<file path="config.mk">
export PLATFORM = sky130hd
export DESIGN_NAME = memory_write_responder
export DESIGN_NICKNAME = d
export VERILOG_FILES = /design/src/rtl/memory_write_responder_pkg.sv /design/src/rtl/memory_write_responder_store_fifo.sv /design/src/rtl/memory_write_responder.sv
export SDC_FILE = /design/constraint.sdc
export NUM_CORES = 1
export LEC_CHECK = 0
export BUFFER_PORTS_ARGS = -buffer_cell sky130_fd_sc_hd__buf_2
export CAP_MARGIN = 30
export CORE_ASPECT_RATIO = 1.75
export CORE_UTILIZATION = 35
export CTS_CLUSTER_SIZE = 30
export DETAILED_ROUTE_END_ITERATION = 12
export HOLD_SLACK_MARGIN = 0.15
export PLACE_DENSITY_LB_ADDON = 0.1
export SETUP_SLACK_MARGIN = 0.3
export SLEW_MARGIN = 20
export SYNTH_ARGS = -nofsm -noshare
export SYNTH_HDL_FRONTEND = slang
export SYNTH_SLANG_ARGS = --single-unit
</file>
<file path="constraint.sdc">
create_clock -name clock -period 1.4 [get_ports clock]
set_input_delay 0.28 -clock clock [delete_from_list [all_inputs] [get_ports clock]]
set_output_delay 0.28 -clock clock [all_outputs]
set_load 0.02 [all_outputs]
</file>
<file path="src/rtl/memory_write_responder_pkg.sv">
// Shared types for the data-memory store responder: register values, word
// addresses, the buffered store record and the drain FSM encoding.
package memory_write_responder_pkg;

    typedef logic [31:0] regval_t;
    typedef logic [29:0] mem_word_t;

    typedef struct packed {
        mem_word_t address;
        regval_t   data;
    } store_t;

    localparam int DefaultWriteDepth = 4;

    typedef enum logic {
        ST_IDLE  = 1'b0,
        ST_ISSUE = 1'b1
    } drain_state_e;

    function automatic mem_word_t word_address(input regval_t byte_address);
        return byte_address[31:2];
    endfunction

endpackage

</file>
<file path="src/rtl/memory_write_responder_store_fifo.sv">
// Synchronous FIFO of store records used as the posted-write buffer.
// A push is honoured when full only if a pop happens in the same cycle.
module store_fifo
    import memory_write_responder_pkg::*;
#(
    parameter int DEPTH = DefaultWriteDepth
) (
    input  logic                   clock,
    input  logic                   reset_n,
    input  logic                   push,
    input  store_t                 push_data,
    input  logic                   pop,
    output store_t                 pop_data,
    output logic                   full,
    output logic                   empty,
    output logic [$clog2(DEPTH):0] count
);

    localparam int AW = $clog2(DEPTH);
    localparam int CW = AW + 1;
    localparam logic [AW-1:0] PtrOne   = AW'(1);
    localparam logic [CW-1:0] CountOne = CW'(1);
    localparam logic [CW-1:0] CountMax = CW'(DEPTH);

    store_t        storage_q [DEPTH];
    logic [AW-1:0] wr_ptr_q, wr_ptr_d;
    logic [AW-1:0] rd_ptr_q, rd_ptr_d;
    logic [CW-1:0] count_q, count_d;
    logic          push_ok_s, pop_ok_s;

    assign full      = (count_q == CountMax);
    assign empty     = (count_q == '0);
    assign count     = count_q;
    assign pop_data  = storage_q[rd_ptr_q];
    assign pop_ok_s  = pop && !empty;
    assign push_ok_s = push && (!full || pop_ok_s);

    // Next pointer and occupancy values.
    always_comb begin
        wr_ptr_d = wr_ptr_q;
        rd_ptr_d = rd_ptr_q;
        count_d  = count_q;
        if (push_ok_s) begin
            wr_ptr_d = wr_ptr_q + PtrOne;
        end else begin
            wr_ptr_d = wr_ptr_q;
        end
        if (pop_ok_s) begin
            rd_ptr_d = rd_ptr_q + PtrOne;
        end else begin
            rd_ptr_d = rd_ptr_q;
        end
        case ({push_ok_s, pop_ok_s})
            2'b10:   count_d = count_q + CountOne;
            2'b01:   count_d = count_q - CountOne;
            default: count_d = count_q;
        endcase
    end

    // Pointer and occupancy registers.
    always_ff @(posedge clock or negedge reset_n) begin
        if (!reset_n) begin
            wr_ptr_q <= '0;
            rd_ptr_q <= '0;
            count_q  <= '0;
        end else begin
            wr_ptr_q <= wr_ptr_d;
            rd_ptr_q <= rd_ptr_d;
            count_q  <= count_d;
        end
    end

    // Entry storage; contents are meaningless until written, so no reset.
    always_ff @(posedge clock) begin
        if (push_ok_s) begin
            storage_q[wr_ptr_q] <= push_data;
        end
    end

endmodule

</file>
<file path="src/rtl/memory_write_responder.sv">
// Store handshake responder between the write stage and the data-memory bus.
// Build option POSTED_WRITE_EN inserts a DEPTH-entry posted-write FIFO.
module memory_write_responder
    import memory_write_responder_pkg::*;
#(
    parameter int DEPTH = DefaultWriteDepth
) (
    input  logic        clock,
    input  logic        reset_n,
    input  logic        address_enable,
    input  logic [31:0] address,
    input  logic [31:0] data,
    output logic        data_valid,
    output logic        mem_write,
    output logic [29:0] mem_address,
    output logic [31:0] mem_data,
    input  logic        mem_ack,
    output logic        drained
);

    if (DEPTH < 32'sd2 || (DEPTH & (DEPTH - 32'sd1)) != 32'sd0) begin : g_depth_check
        $error("DEPTH must be a power of two and at least 2");
    end

    drain_state_e state_q, state_d;
    logic         data_valid_q, data_valid_d;
    logic         mem_write_q, mem_write_d;
    mem_word_t    mem_address_q, mem_address_d;
    regval_t      mem_data_q, mem_data_d;

    store_t req_s, head_s;
    logic   ack_s, accept_s, slot_available_s, pending_s, buffer_empty_s;
    logic   unused_byte_offset_s;

    assign req_s                = '{address: word_address(address), data: data};
    assign unused_byte_offset_s = ^address[1:0];
    assign ack_s                = mem_write_q && mem_ack;
    // The !data_valid term blocks a second accept of a request in its ack cycle.
    assign accept_s             = address_enable && !data_valid_q && slot_available_s;

`ifdef POSTED_WRITE_EN
    logic                   fifo_full_s, fifo_empty_s;
    logic [$clog2(DEPTH):0] fifo_count_s;

    // The head entry stays buffered until the bus acknowledges it.
    store_fifo #(
        .DEPTH(DEPTH)
    ) u_store_fifo (
        .clock    (clock),
        .reset_n  (reset_n),
        .push     (accept_s),
        .push_data(req_s),
        .pop      (ack_s),
        .pop_data (head_s),
        .full     (fifo_full_s),
        .empty    (fifo_empty_s),
        .count    (fifo_count_s)
    );

    assign slot_available_s = !fifo_full_s || ack_s;
    assign pending_s        = !fifo_empty_s;
    assign buffer_empty_s   = (fifo_count_s == '0);
`else
    // Write-through: the bus registers double as the single holding register.
    assign slot_available_s = (state_q == ST_IDLE);
    assign head_s           = req_s;
    assign pending_s        = accept_s;
    assign buffer_empty_s   = 1'b1;
`endif

    // Drain FSM next state and next values of the registered outputs.
    always_comb begin
        state_d       = state_q;
        mem_write_d   = mem_write_q;
        mem_address_d = mem_address_q;
        mem_data_d    = mem_data_q;
`ifdef POSTED_WRITE_EN
        data_valid_d  = accept_s;
`else
        data_valid_d  = ack_s;
`endif
        case (state_q)
            ST_IDLE: begin
                if (pending_s) begin
                    state_d       = ST_ISSUE;
                    mem_write_d   = 1'b1;
                    mem_address_d = head_s.address;
                    mem_data_d    = head_s.data;
                end else begin
                    state_d       = ST_IDLE;
                end
            end
            ST_ISSUE: begin
                if (ack_s) begin
                    state_d     = ST_IDLE;
                    mem_write_d = 1'b0;
                end else begin
                    state_d     = ST_ISSUE;
                end
            end
            default: begin
                state_d     = ST_IDLE;
                mem_write_d = 1'b0;
            end
        endcase
    end

    // Drain FSM state and registered handshake/bus outputs.
    always_ff @(posedge clock or negedge reset_n) begin
        if (!reset_n) begin
            state_q       <= ST_IDLE;
            data_valid_q  <= 1'b0;
            mem_write_q   <= 1'b0;
            mem_address_q <= '0;
            mem_data_q    <= '0;
        end else begin
            state_q       <= state_d;
            data_valid_q  <= data_valid_d;
            mem_write_q   <= mem_write_d;
            mem_address_q <= mem_address_d;
            mem_data_q    <= mem_data_d;
        end
    end

    assign data_valid  = data_valid_q;
    assign mem_write   = mem_write_q;
    assign mem_address = mem_address_q;
    assign mem_data    = mem_data_q;
    assign drained     = (state_q == ST_IDLE) && buffer_empty_s && !accept_s;

endmodule

</file>
==> results of run 1 <==
-- logic make-up after synthesis --
family / after synthesis / share of synthesized area
AO/OA/AOI/OAI: 2 / 0.00501
buffers and inverters: 9 / 0.0538
flip-flops: 65 / 0.592
multiplexers: 62 / 0.335
AND/OR/NAND/NOR: 5 / 0.0141
-- routing by layer --
layer  global-route usage  vias to the layer above  part of all wire
met1                0.177                      908              0.39
li1                     -                      867                 -
met2                0.248                       79              0.52
met3               0.0460                        6             0.068
met5                    0                        -                 0
met4               0.0880                        0             0.016
-- layout make-up --
cell class                 count  area [sq um]  share of cell area
clock inverter                 2          35.0             0.00761
clock buffer                  14           274              0.0596
timing repair buffer         183          1570               0.341
sequential                    65          1630               0.354
tap                           88           110              0.0239
inverter                       2          7.51             0.00163
multi-input combinational     69           976               0.212
-- where the power goes --
part | total, mW | switching [mW] | internal (mW) | leakage [nW]
combinational | 6.66 | 2.48 | 4.18 | 1.43
clock | 2.28 | 0.762 | 1.52 | 0.153
sequential | 3.56 | 0.704 | 2.86 | 0.762
total | 12.5 | 3.95 | 8.56 | 2.34
-- how the worst max path moves through the flow --
stage	from	to	slack, ns	cells after the start
floorplan	data_valid	mem_address[0]	-0.04	5
global placement	data_valid	mem_data[10]	-0.04	5
detailed placement	data_valid	mem_data[10]	-0.05	5
CTS	data_valid	mem_data[10]	-0.06	5
global route	data_valid	mem_data[28]	-0.11	5
finish	data_valid	mem_data[31]	-0.06	5
-- through the flow --
step,instance area [sq um],instances,total power [mW]
after floorplan,2750,143,6.65
after global placement,3590,369,8.11
after detailed placement,3590,369,8.13
after CTS,4430,402,12.1
after global routing,4600,423,13.1
final,4600,423,12.5
-- flip-flops by register name (all words and copies together) (netlist names) --
name and cells:
mem_data 32, state_q 1, data_valid 1, mem_write 1, mem_address 30
-- worst max-delay path: stages, from the launching register on --
cell and delay [ns]:
dfrtp_2 0.42, nor2b_4 0.12, nor2b_4 0.19, buf_12 0.16
buf_12 0.14, mux2_4 0.30
-- layout by cell type (no fill, tap or decap), drive strengths merged --
cell type      n
a21o           1
buf          182
bufinv         1
clkbuf        14
clkinv         1
dfrtp         65
dlygate4sd3    1
inv            2
mux2          62
nand2          1
nor2           2
nor2b          2
o22ai          1
-- what timing repair did --
item,4_1_cts,5_1_grt
endpoints found under the setup margin,128,128
resized for setup,126,5
cloned,0,0
hold buffers,1,0
hold endpoints to repair,65,0
setup buffers,16,21
==> flow_summary.yaml, run 1 <==
outcome:
  status: "finished, violations left"
  violations: "negative setup slack"
cts:
  cts_buffers: 9
  cts.clk_slew.worst_paths_ns: 0.05
  clk_path_buf_depth: 2
  h-tree-depth: 3
  cts_tree: "yes"
  root_buffer: "clkbuf_16"
  cts.sinks: 65
  insertion_delay_ns: 0.32
floorplan:
  num_rows: 42
  initial_core_util: 0.363
  dieArea_sq_um: 8220
  ios: 133
  core_area_sq_um: 7570
  die_y_um: 119
  die_x_um: 69.0
timing:
  setup_viol: 56
  fin_crit_ns: 1.46
  fmax_mhz: 685
  fin_ws_ns: -0.0591
  fin_tns_setup_ns: -2.27
  fin_skew_ns: 0.00377
  rsz0062_at_grt: "true"
  maxSlewHeadroom: 0.813
  tightestPinTransition_ns: 0.281
  hold_viol_final: 0
  final-max-slew-violation-count: 0
  worst_hold_slack_ns: 0.169
  finalCritPeriodShare: 1.04
setup_path:
  rr_endpoint: "mem_data[31]"
  rrSetupSlack_ns: -0.06
  crit_required_ns: 1.60
  reg2regPathDepth: 5
  worstPathArrival_ns: 1.66
  crit_path_max_fanout: 8
  crit_type: "reg2reg"
  timing.rr.start: "data_valid"
  start_kind: "register"
  critPathCaptureType: "register"
yosys:
  yosys_register_bits: 65
  synthTopCellsByArea: "dfrtp_1 (59%), mux2_4 (32%), buf_12 (5.1%), mux2_2 (1.2%), nor2b_4 (1.0%)"
  yosys_warnings: 0
  synth_top_area_share: 0.592
  post-synth-top-count-cell: "dfrtp_1"
  syn-cell-area_sq_um: 2750
  yosysSeqAreaShare: 0.592
  yosysUniqueCellTypes: 10
  synth_top_area_cell: "dfrtp_1"
  avgSynthCellArea_sq_um: 19.2
  synth_edf_count: 0
  syn_inst: 143
  async_flop_share: 1.00
  synth_common_cells: "dfrtp_1 (65), mux2_4 (59), buf_12 (7), mux2_2 (3)"
  synth_fp_nets: 211
  synth_flop_cell: "dfrtp_1"
job:
  drv_cap: 0
global_route:
  grt_antenna_before_repair: 0
  grt_usage: 0.155
  grt_max_degree: 53
  grt_pass1_wl_um: 8990
  grt_pass1_vias: 1910
  grt_overflow_total: 0
cells_and_area:
  syn_to_final_growth_pct: 67.5
  final_layout_size_suffix_gt1_frac: 0.779
  fillCellCount: 611
  nets: 398
  n_antenna_cell: 0
  post-route-util: 0.608
placed_design:
  io_buffers: 130
  place_ws_ns: -0.0492
  hpwlAfterDp_um: 4060
  globalplace.congestion: 0.736
worst_hold_path:
  min_path_cells: 2
  hold_class: "in2reg"
  hold_end: "mem_write"
  min-delay-start: "mem_ack"
drt:
  routed_wl_um: 6160
  drt_first_iter_violations: 74
  dr_total_vias: 1860
  vias_per_cell: 4.40
  drc: 0
  wl_per_cell_um: 14.6
  antenna_left: 0
  firstDrtPassIters: 3
power:
  ir_drop_uv: 1280
  powerDensity_nw_per_um2: 2720
  p_leak_nw: 2.34
Note: power is estimated with default switching activity, not from simulation.
==> run 2: changes to the inputs <==
SETUP_SLACK_MARGIN = default   (was 0.3)
==> flow_summary.yaml, run 2 (synthesis gave the netlist of run 1 again) <==
drt:
  highest_layer: "met4"
  drc: 0
  dr_total_vias: 1712
  wl_met1_um: 2270
  met2_wirelength_um: 2800
  dr_wl_met3_um: 410
  wl_per_cell_um: 14.5
  routed_wl_um: 5600
  drt_first_iter_violations: 63
  firstDrtPassIters: 4
  vias_per_cell: 4.42
  antenna_left: 0
power:
  p_leak_nw: 2.04
  ir_drop_uv: 1150
  powerDensity_nw_per_um2: 2640
  p_comb_frac: 0.459
  power.switching_mw: 3.54
  internal_power_mw: 6.86
  seq_power_share: 0.322
  swShare: 0.340
  clkPwrFrac: 0.219
cells_and_area:
  final_cell_mix: "buf_2 (129), dfrtp_1 (64), mux2_4 (59), buf_12 (10), clkbuf_16 (9)"
  post-route-util: 0.521
  largest_register_ffs: 32
  n_antenna_cell: 0
  syn_to_final_growth_pct: 43.4
  final_common_cell: "buf_2"
  nets: 362
  final_layout_size_suffix_gt1_frac: 0.753
  fillCellCount: 694
timing:
  finalCritPeriodShare: 1.04
  hold_viol_final: 0
  setup_viol: 61
  rsz0062_at_grt: "true"
  final-max-slew-violation-count: 0
  fin_skew_ns: 0.00308
  fmax_mhz: 689
  maxSlewHeadroom: 0.811
  tightestPinTransition_ns: 0.284
  fin_crit_ns: 1.45
  fin_ws_ns: -0.0519
worst_hold_path:
  hold_end: "mem_write"
  hold_class: "in2reg"
  min-delay-start: "mem_ack"
  min_path_cells: 2
placed_design:
  place_ws_ns: -0.0492
  globalplace.congestion: 0.736
  hpwlAfterDp_um: 4060
  io_buffers: 130
global_route:
  grt_pass1_wl_um: 8380
  grt_pass1_vias: 1758
  grt_antenna_before_repair: 0
  grt_max_degree: 53
  grt_usage: 0.145
  grt_overflow_total: 0
cts:
  cts_tree: "yes"
  h-tree-depth: 3
  insertion_delay_ns: 0.32
  root_buffer: "clkbuf_16"
  clk_path_buf_depth: 2
  cts.clk_slew.worst_paths_ns: 0.05
  cts.sinks: 65
  cts_buffers: 9
floorplan:
  dieArea_sq_um: 8220
  die_x_um: 69.0
  num_rows: 42
  core_area_sq_um: 7570
  ios: 133
  die_y_um: 119
  initial_core_util: 0.363
setup_path:
  rr_endpoint: "mem_address[1]"
  critical-path-slowest-cell: "dfrtp_2"
  crit_path_max_fanout: 10
  crit_chain: "nor2b_4 -> nor2b_4 -> buf_4 -> buf_12 -> mux2_4"
  worstPathArrival_ns: 1.65
  crit_path_frequent_cell: "nor2b_4"
  critPathCaptureType: "register"
  timing.rr.start: "data_valid"
  reg2regPathDepth: 5
  crit_type: "reg2reg"
  crit_required_ns: 1.60
  cpPeakStageDelay_ns: 0.42
  start_kind: "register"
  rrSetupSlack_ns: -0.05
outcome:
  violations: "negative setup slack"
  status: "finished, violations left"
job:
  drv_cap: 0
## run 2: worst max-delay path: cells and delay by family, from the launching register on
family	cells	cell delay, ns
multiplexers	1	0.30
AND/OR/NAND/NOR	2	0.31
flip-flops	1	0.42
buffers and inverters	2	0.30
## run 2: worst max-delay path by stage
stage | endpoint | start | cells after the start
3_5_place_dp | mem_data[10] | data_valid | 5
2_1_floorplan | mem_address[0] | data_valid | 5
5_1_grt | mem_data[28] | data_valid | 5
6_report | mem_address[1] | data_valid | 5
4_1_cts | mem_data[10] | data_valid | 5
3_3_place_gp | mem_data[10] | data_valid | 5
## run 2: cell type report
cell class,instances,area [sq um],area share
clock buffers,14,274,0.0696
repair buffers,147,912,0.232
clock inverters,2,35.0,0.00889
inverters,2,7.51,0.00191
multi-input cells,69,972,0.247
well taps,88,110,0.0280
flip-flops and latches,65,1630,0.413
## run 2: routing by layer
metal | GRT usage | vias to the layer above
li1 | - | 796
met1 | 0.169 | 827
met2 | 0.222 | 81
met3 | 0.0460 | 8
met4 | 0.0918 | 0
met5 | 0 | -
## run 2: what timing repair did
| item | CTS | global route |
|---|---|---|
| buffers inserted | 0 | 1 |
| hold buffers | 1 | 0 |
| endpoints found under the setup margin | 56 | 62 |
| pin swaps | 0 | 0 |
| hold endpoints to repair | 65 | 0 |
| resized for setup | 0 | 5 |
## run 2: stage by stage
stage          hold slack [ns]  TNS [ns]  instances  cell area (sq um)  power, mW
4_1_cts                  0.158     -2.73        386               3910       10.5
3_5_place_dp             0.279     -1.72        369               3590       8.13
5_1_grt                  0.166     -5.09        387               3940       11.0
2_1_floorplan          -0.0156     -2.37        143               2750       6.65
6_report                 0.171     -2.08        387               3940       10.4
3_3_place_gp             0.272     -1.28        369               3590       8.11
## run 2: power groups by stage
stage / sequential (mW) / clock [mW] / combinational (mW)
floorplan: 4.55 / 0 / 2.09
global placement: 3.34 / 0 / 4.77
detailed placement: 3.35 / 0 / 4.78
CTS: 3.35 / 2.34 / 4.80
global route: 3.49 / 2.44 / 5.08
finish: 3.34 / 2.28 / 4.78
